`config.mk`:
```
export PLATFORM = sky130hd
export DESIGN_NAME = input_word_packer
export DESIGN_NICKNAME = d
export VERILOG_FILES = /design/src/rtl/input_word_packer.sv
export SDC_FILE = /design/constraint.sdc
export NUM_CORES = 1
export LEC_CHECK = 0
export CORE_MARGIN = 2
export CORE_UTILIZATION = 55
export DETAILED_ROUTE_END_ITERATION = 7
export DONT_BUFFER_PORTS = 1
export PLACE_DENSITY = 0.7
export SLEW_MARGIN = 0
export SYNTH_ARGS = -nofsm -noshare
export SYNTH_HDL_FRONTEND = slang
export SYNTH_SLANG_ARGS = --single-unit
export TNS_END_PERCENT = 10
```
`constraint.sdc`:
```
create_clock -name clk -period 2.7 [get_ports clk]
set_input_delay 0.54 -clock clk [delete_from_list [all_inputs] [get_ports clk]]
set_output_delay 0.54 -clock clk [all_outputs]
set_load 0.01 [all_outputs]
```
`src/rtl/input_word_packer.sv`:
```
// rtl/input_word_packer.sv - byte-to-word packer with word FIFO and idle timeout
//
// Packs an incoming byte stream MSB-first into 32-bit words and queues the
// words in a small FIFO. A partial word left idle for TIMEOUT cycles is
// discarded and reported by a one-cycle oDrop pulse.
//
// Ports:
//   clk     in   clock, rising edge
//   rst     in   asynchronous reset, active-high
//   iValid  in   byte on iData is valid
//   iData   in   [7:0] input byte
//   iReady  out  packer can accept a byte this cycle
//   oData   out  [31:0] FIFO head word (0 when empty)
//   oValid  out  FIFO non-empty
//   oReady  in   consumer takes head word this cycle
//   oCount  out  [CW-1:0] words held
//   oDrop   out  one-cycle pulse: partial word discarded by timeout

module input_word_packer #(
  parameter int DEPTH   = 4,
  parameter int TIMEOUT = 16,
  localparam int CW     = $clog2(DEPTH) + 1
) (
  input  logic          clk,
  input  logic          rst,
  input  logic          iValid,
  input  logic [7:0]    iData,
  output logic          iReady,
  output logic [31:0]   oData,
  output logic          oValid,
  input  logic          oReady,
  output logic [CW-1:0] oCount,
  output logic          oDrop
);

  localparam int AW = $clog2(DEPTH);
  localparam int TW = (TIMEOUT > 1) ? $clog2(TIMEOUT + 1) : 1;
  localparam logic [TW-1:0] TLAST = TW'((TIMEOUT > 0) ? TIMEOUT - 1 : 0);

  typedef enum logic [1:0] {FILL0, FILL1, FILL2, FILL3} laneT;

  laneT          lane, laneNext;
  logic          dropNext;
  logic [23:0]   partial;
  logic [31:0]   mem [DEPTH];
  logic [AW-1:0] wrPtr, rdPtr;
  logic [CW-1:0] count;
  logic [TW-1:0] idleCnt, idleNext;

  logic accept, push, pop, idle, fire;

  assign iReady = (lane != FILL3) || (count < CW'(DEPTH));
  assign accept = iValid && iReady;
  assign push   = accept && (lane == FILL3);
  assign oValid = (count != '0);
  assign pop    = oValid && oReady;
  assign oCount = count;
  assign oData  = oValid ? mem[rdPtr] : 32'h0;

  // Idle means a word is in progress and upstream offers nothing. A stalled
  // offer (iValid with iReady low) is not idle: upstream is still alive.
  assign idle = (lane != FILL0) && !iValid;
  assign fire = (TIMEOUT != 0) && idle && (idleCnt == TLAST);

  always_comb begin
    idleNext = '0;
    if (TIMEOUT != 0 && idle && !fire)
      idleNext = idleCnt + TW'(1);
  end

  // Lane FSM: state register
  always_ff @(posedge clk or posedge rst) begin
    if (rst) begin
      lane  <= FILL0;
      oDrop <= 1'b0;
    end else begin
      lane  <= laneNext;
      oDrop <= dropNext;
    end
  end

  // Lane FSM: next state. Accept and timeout are mutually exclusive since a
  // timeout requires iValid=0.
  always_comb begin
    laneNext = lane;
    dropNext = 1'b0;
    if (accept) begin
      case (lane)
        FILL0:   laneNext = FILL1;
        FILL1:   laneNext = FILL2;
        FILL2:   laneNext = FILL3;
        default: laneNext = FILL0;
      endcase
    end else if (fire) begin
      laneNext = FILL0;
      dropNext = 1'b1;
    end
  end

  // Partial word: bytes 0..2 held here; byte 3 goes straight into the FIFO.
  always_ff @(posedge clk or posedge rst) begin
    if (rst) begin
      partial <= '0;
      idleCnt <= '0;
    end else begin
      idleCnt <= idleNext;
      if (accept) begin
        case (lane)
          FILL0:   partial[23:16] <= iData;
          FILL1:   partial[15:8]  <= iData;
          FILL2:   partial[7:0]   <= iData;
          default: ;
        endcase
      end
    end
  end

  always_ff @(posedge clk) begin
    if (push)
      mem[wrPtr] <= {partial, iData};
  end

  // FIFO pointers and occupancy. A push can never hit a full FIFO because
  // iReady already blocks the 4th byte when count == DEPTH.
  always_ff @(posedge clk or posedge rst) begin
    if (rst) begin
      wrPtr <= '0;
      rdPtr <= '0;
      count <= '0;
    end else begin
      if (push) wrPtr <= wrPtr + AW'(1);
      if (pop)  rdPtr <= rdPtr + AW'(1);
      case ({push, pop})
        2'b10:   count <= count + CW'(1);
        2'b01:   count <= count - CW'(1);
        default: ;
      endcase
    end
  end

endmodule

```
# Word level (Yosys, flattened, before mapping)
# Memories as Yosys holds them, arrays and structs flattened.
# Index checks and enable logic that the tools add are counted.
# word_totals
reg_bits	39
ram_bits	128
out_inout_bits	38
mem_count	1
# memory_table
name	words	width	read_ports	rd_ports_with_merged_regs	write_ports	line_no	text
mem	4	32	1	0	1	45	logic [31:0] mem [DEPTH];
# classes
addsub	5
order_cmp	1
n_eq_ne	7
n_mux	10
reduce_logical	17
# ops
operator	n
32-bit two-way mux	1
2-bit equality test, second input constant	3
1-bit logical AND	6
2-bit case mux with 3 select lines	1
3-bit case mux with 2 select lines	1
2-bit AND reduction	3
2-bit nonzero test	3
5-bit by 1-bit adder with 5-bit output, second input constant	1
5-bit by 4-bit equality test with 1-bit output, second input constant	1
5-bit two-way mux	1
2-bit by 1-bit adder with 2-bit output, second input constant	2
2-bit by 1-bit equality test with 1-bit output, second input constant	2
1-bit two-way mux	4
2-bit two-way mux	2
3-bit by 1-bit adder with 3-bit output, second input constant	1
3-bit less-than comparator, second input constant	1
3-bit nonzero test	1
3-bit by 1-bit subtractor with 3-bit output, second input constant	1
1-bit zero test	2
2-bit zero test	1
2-bit != test, second input constant	1
1-bit logical OR	1

# Longest topological paths before layout
# depth
depth_word	6
depth_mapped	10
ltp_nobuf	10

# Least setup slack after synthesis
# No wires, ideal clock.
# synth_timing
path_type	flip-flop to flip-flop
startpoint	register lane[0]
endpoint	memory mem[0][0] (enable)
setup_time_ns	0.392
t_arrival_ns	1.768
required_time_ns	2.308
slack_ns	0.540
path_stages_with_launch	5
path_buffers	0
period_less_slack_ns	2.160
path_cell_list	dfrtp_1 ha_1 nand2_1 nor2_1 and2_1
# synth_between
elab_chain_cells	6
word_cells_on_any_way	7
# synth_rtl
element	line_no	text
start: declaration	42	laneT lane, laneNext;
start signal: assignment	77	lane <= laneNext;
2-bit != test	52	assign iReady = (lane != FILL3) || (count < CW'(DEPTH));
1-bit logical OR	52	
1-bit logical AND	53	assign accept = iValid && iReady;
1-bit logical AND (*)	54	assign push = accept && (lane == FILL3);
1-bit two-way mux (*)	119	if (push)
1-bit two-way mux (not written as such) (*)	120	mem[wrPtr] <= {partial, iData};
end: declaration	45	
# Every way passes the cells marked *; elsewhere a longest branch is shown, timed or not.

# Final worst setup path
# layout_timing
startpoint	register rdPtr[0]
endpoint	output oData[1]
# layout_between
elab_chain_cells	2
# layout_rtl
element	line_no	text
start: declaration	46	logic [AW-1:0] wrPtr, rdPtr;
start signal: assignment	132	if (pop) rdPtr <= rdPtr + AW'(1);
memory 4 x 32 bit	-	
32-bit two-way mux	58	assign oData = oValid ? mem[rdPtr] : 32'h0;
end: declaration	29	output logic [31:0] oData,
# No other way between the ends.

==> results.cfg <==
[floorplanning]
die_x_um = 113
start_util_pct = 57.0
die_height_um = 113
die_area_um2 = 12800
io_count = 50
core_area_um2 = 11500
count_of_standard_cell_rows = 39

[power]
switchingPower_mw = 2.31
power_density_nw_per_um2 = 1120
totalPowerFinal_mw = 8.37
cell_internal_pwr_mw = 6.06
leakage_power_nw = 2.67
pwr-share-seq_pct = 44.9
ir_drop_mv = 0.470
netSwitchingFraction_pct = 27.6
power_frac_clock_pct = 31.6
power.combinational.fraction_pct = 23.5

[grt]
wire_length_of_the_first_global_routing_pass_um = 17300
globalRoute.totalOverflow = 0
global_route.usage.total_pct = 19.0
grt_start_max_net_pins = 40
antenna_found_initial = 0
grt_pass1_vias = 3050

[timing]
final_worst_path_period_need_ns = 2.54
timing.setup.tns_ns = 0
period_utilization_post_route_pct = 94.0
worst_slew_pin_slew_ns = 0.534
grt_setup_unrepaired = false
final_number_of_setup_violating_endpoints = 0
maxSlewHeadroom_pct = 64.4
hold_viol_final = 0
max_fclk_mhz = 394
timing_max_transition_violations_final = 0
worst_hold_slack_ns = 0.118
setup_slack_after_layout_ns = 0.161
finalClockSkew_ns = 0.00760

[synthesis]
yosys_warnings = 0
synthesis.area_per_instance_um2 = 19.8
synth_edf_count = 128
netlist_area_um2 = 6570
yosys-top-cells-area = sky130_fd_sc_hd__edfxtp_1 59%, sky130_fd_sc_hd__dfrtp_1 15%, sky130_fd_sc_hd__mux4_2 9.6%, sky130_fd_sc_hd__mux2_2 4.3%, sky130_fd_sc_hd__and2_1 3.5%
synth_top_area_share_pct = 58.5
synth_top_cells_by_count = 128 x sky130_fd_sc_hd__edfxtp_1, 39 x sky130_fd_sc_hd__dfrtp_1, 37 x sky130_fd_sc_hd__and2_1
synth_sequential_area_ratio_pct = 73.4
netlist_instances = 331
postSynth.asyncResetShare_pct = 23.4
synth.largest_area_cell = sky130_fd_sc_hd__edfxtp_1
mapped_nets = 356
synth.distinct_cells = 24
synth-main-ff-cell = sky130_fd_sc_hd__edfxtp_1
synth.ff_latch_count = 167
yosys.cell_count.top_type = sky130_fd_sc_hd__edfxtp_1

[final_layout]
utilization_after_layout_pct = 65.0
finish.instance_area_um2 = 7480
antenna_cells_inserted = 0
multiInputGateArea_um2 = 1630
final_layout_size_suffix_gt1_share_pct = 27.6
area.sequential_um2 = 4820
filler_instances = 767
finish.cell_count_without_fillers = 505
design.final.nets = 374
syn2layout_area_growth_pct = 14.0

[clocking]
tritoncts_num_sinks = 167
clock_tree.htree_level_count = 4
clkTransAtPathRegs_ns = 0.06
worst_skew_pair.late_latency_ns = 0.42
clock_tree_from_tritoncts = built
cts_root_buffer = sky130_fd_sc_hd__clkbuf_16
postCtsSetupRepairBufs = 0
tritoncts.num_buffers = 17
max-clock-path-buffers = 2

[drt]
remaining_drc_errors = 3
ant_nets = 0
drt_first_iter_violations = 253
dr_total_vias = 2873
routed_wl_um = 11100
drt-wirelength-per-cell_um = 21.9
drt_first_pass_iters = 6
via_per_inst = 5.69

[worst_setup_path]
worstPathRequired_ns = 2.16
end_kind = output pin
critical-path-max-stage-delay_ns = 0.58
critical_path.top_delay_family = flip-flops
critPathKind = reg2out
crit_path_cell_trace = buf_12 > mux4_1 > and2_1
critical_path_peak_fanout = 12
worst_setup_path_start_kind = flop
path_buf_inv = 1
crit_arrival_ns = 2.00
slowest_cell_on_crit_path = sky130_fd_sc_hd__dfrtp_4

[worst_hold_path]
min_path_type = in2async

[placed_design]
buffer_ports.inserted = 0
preCtsSetupSlack_ns = 0.499
detailed_place.area_um2 = 6810
gp_congestion = 0.717
detailed_place_hpwl_um = 6580
numPlacedInstances = 473

[job]
cap_viol_max_count = 0

[status]
failing_checks = design-rule violations
status = finished, violations left
==> layout by cell type, fill, tap and decap left out <==
cell                         netlist  final
sky130_fd_sc_hd__fa_1              1      1
sky130_fd_sc_hd__edfxtp_1        128    128
sky130_fd_sc_hd__buf_12            0      5
sky130_fd_sc_hd__clkinvlp_4        0      1
sky130_fd_sc_hd__and2_1           37     37
sky130_fd_sc_hd__xor2_1            4      4
sky130_fd_sc_hd__o21ai_0           1      1
sky130_fd_sc_hd__ha_1             12     12
sky130_fd_sc_hd__buf_4             0      6
sky130_fd_sc_hd__nor3b_1           1      1
sky130_fd_sc_hd__nand3_1           2      2
sky130_fd_sc_hd__clkbuf_1          5      1
sky130_fd_sc_hd__or3_1             2      2
sky130_fd_sc_hd__mux4_2           28     28
sky130_fd_sc_hd__clkinv_2          0      4
sky130_fd_sc_hd__xnor2_1           4      4
sky130_fd_sc_hd__dfrtp_4           0      1
sky130_fd_sc_hd__inv_1            11     11
sky130_fd_sc_hd__nor2_1           10     10
sky130_fd_sc_hd__bufinv_16         0      4
sky130_fd_sc_hd__a22o_1            2      2
sky130_fd_sc_hd__nand2_2           3      3
sky130_fd_sc_hd__nand2_1           3      3
sky130_fd_sc_hd__mux4_1            4      4
sky130_fd_sc_hd__mux2_2           25     25
sky130_fd_sc_hd__and3_1            1      1
sky130_fd_sc_hd__clkbuf_16         0     20
sky130_fd_sc_hd__clkinv_4          0      2
sky130_fd_sc_hd__a21boi_2          1      1
sky130_fd_sc_hd__dfrtp_1          39     38
==> final timing paths <==
| path | from | end | slack [ns] | cells past startpoint |
|---|---|---|---|---|
| max | rdPtr[0]$_DFFE_PP0P_ | oData[1] | 0.16 | 3 |
| min | rst | idleCnt[3]$_DFF_PP0_ | 0.12 | 2 |
| max reg2reg | lane[0]$_DFFE_PP0P_ | oCount[2]$_DFFE_PP0P_ | 0.53 | 10 |
| min reg2reg | idleCnt[0]$_DFF_PP0_ | idleCnt[0]$_DFF_PP0_ | 0.46 | 1 |
| max in group asynchronous | rst | rdPtr[0]$_DFFE_PP0P_ | 2.15 | 2 |
| min in group clk | iValid | oDrop$_DFF_PP0_ | 0.20 | 1 |
==> layout make-up <==
class	instances	area share, %
sequential	167	64.4
timing repair buffer	11	1.94
tap	143	2.39
multi-input combinational	141	21.7
clock inverter	11	2.21
clock buffer	21	6.74
inverter	11	0.552
==> sequential cells by signal, summed over array words and instances, names as in the netlist <==
name,cells
idleCnt,5
lane,2
mem,128
oCount,3
oDrop,1
partial,24
rdPtr,2
wrPtr,2
==> power groups by stage <==
stage	registers, mW	logic, mW	clock network (mW)
floorplan	3.62	1.70	0
global placement	3.77	1.96	0
detailed placement	3.82	2.00	0
CTS	3.76	2.01	2.69
global route	3.83	2.14	2.80
finish	3.76	1.97	2.65
==> kinds of logic (layout without fill, tap and decap cells) <==
kind of cell	after synthesis	count (layout)	synth area share (%)
compound gates	4	4	0.514
xor+xnor	8	8	1.07
fa+ha+maj	13	13	2.59
buf+inv	23	54	1.83
flops	167	167	73.4
mux	57	57	15.5
simple gates	59	59	5.11
==> worst register-to-register path: stages (launching register included) <==
cell and delay, ns:
sky130_fd_sc_hd__dfrtp_1 0.43, sky130_fd_sc_hd__ha_1 0.24, sky130_fd_sc_hd__nand2_1 0.07, sky130_fd_sc_hd__nor2_1 0.38, sky130_fd_sc_hd__inv_1 0.09, sky130_fd_sc_hd__ha_1 0.24, sky130_fd_sc_hd__inv_1 0.07, sky130_fd_sc_hd__fa_1 0.18
sky130_fd_sc_hd__xor2_1 0.14, sky130_fd_sc_hd__nor2_1 0.06, sky130_fd_sc_hd__xor2_1 0.14
==> routing by layer <==
metal	up-vias	routed length [um]	GRT usage, %
li1	1304	-	-
met1	1505	4650	23.7
met2	51	5660	30.8
met3	13	577	6.91
met4	0	177	7.32
met5	-	0	0
==> timing repair <==
item                       in CTS  in global routing
hold buffers                    0                  0
setup endpoints to repair       0                  2
resized for setup               0                  1
Note: power is estimated with default switching activity, not from simulation.
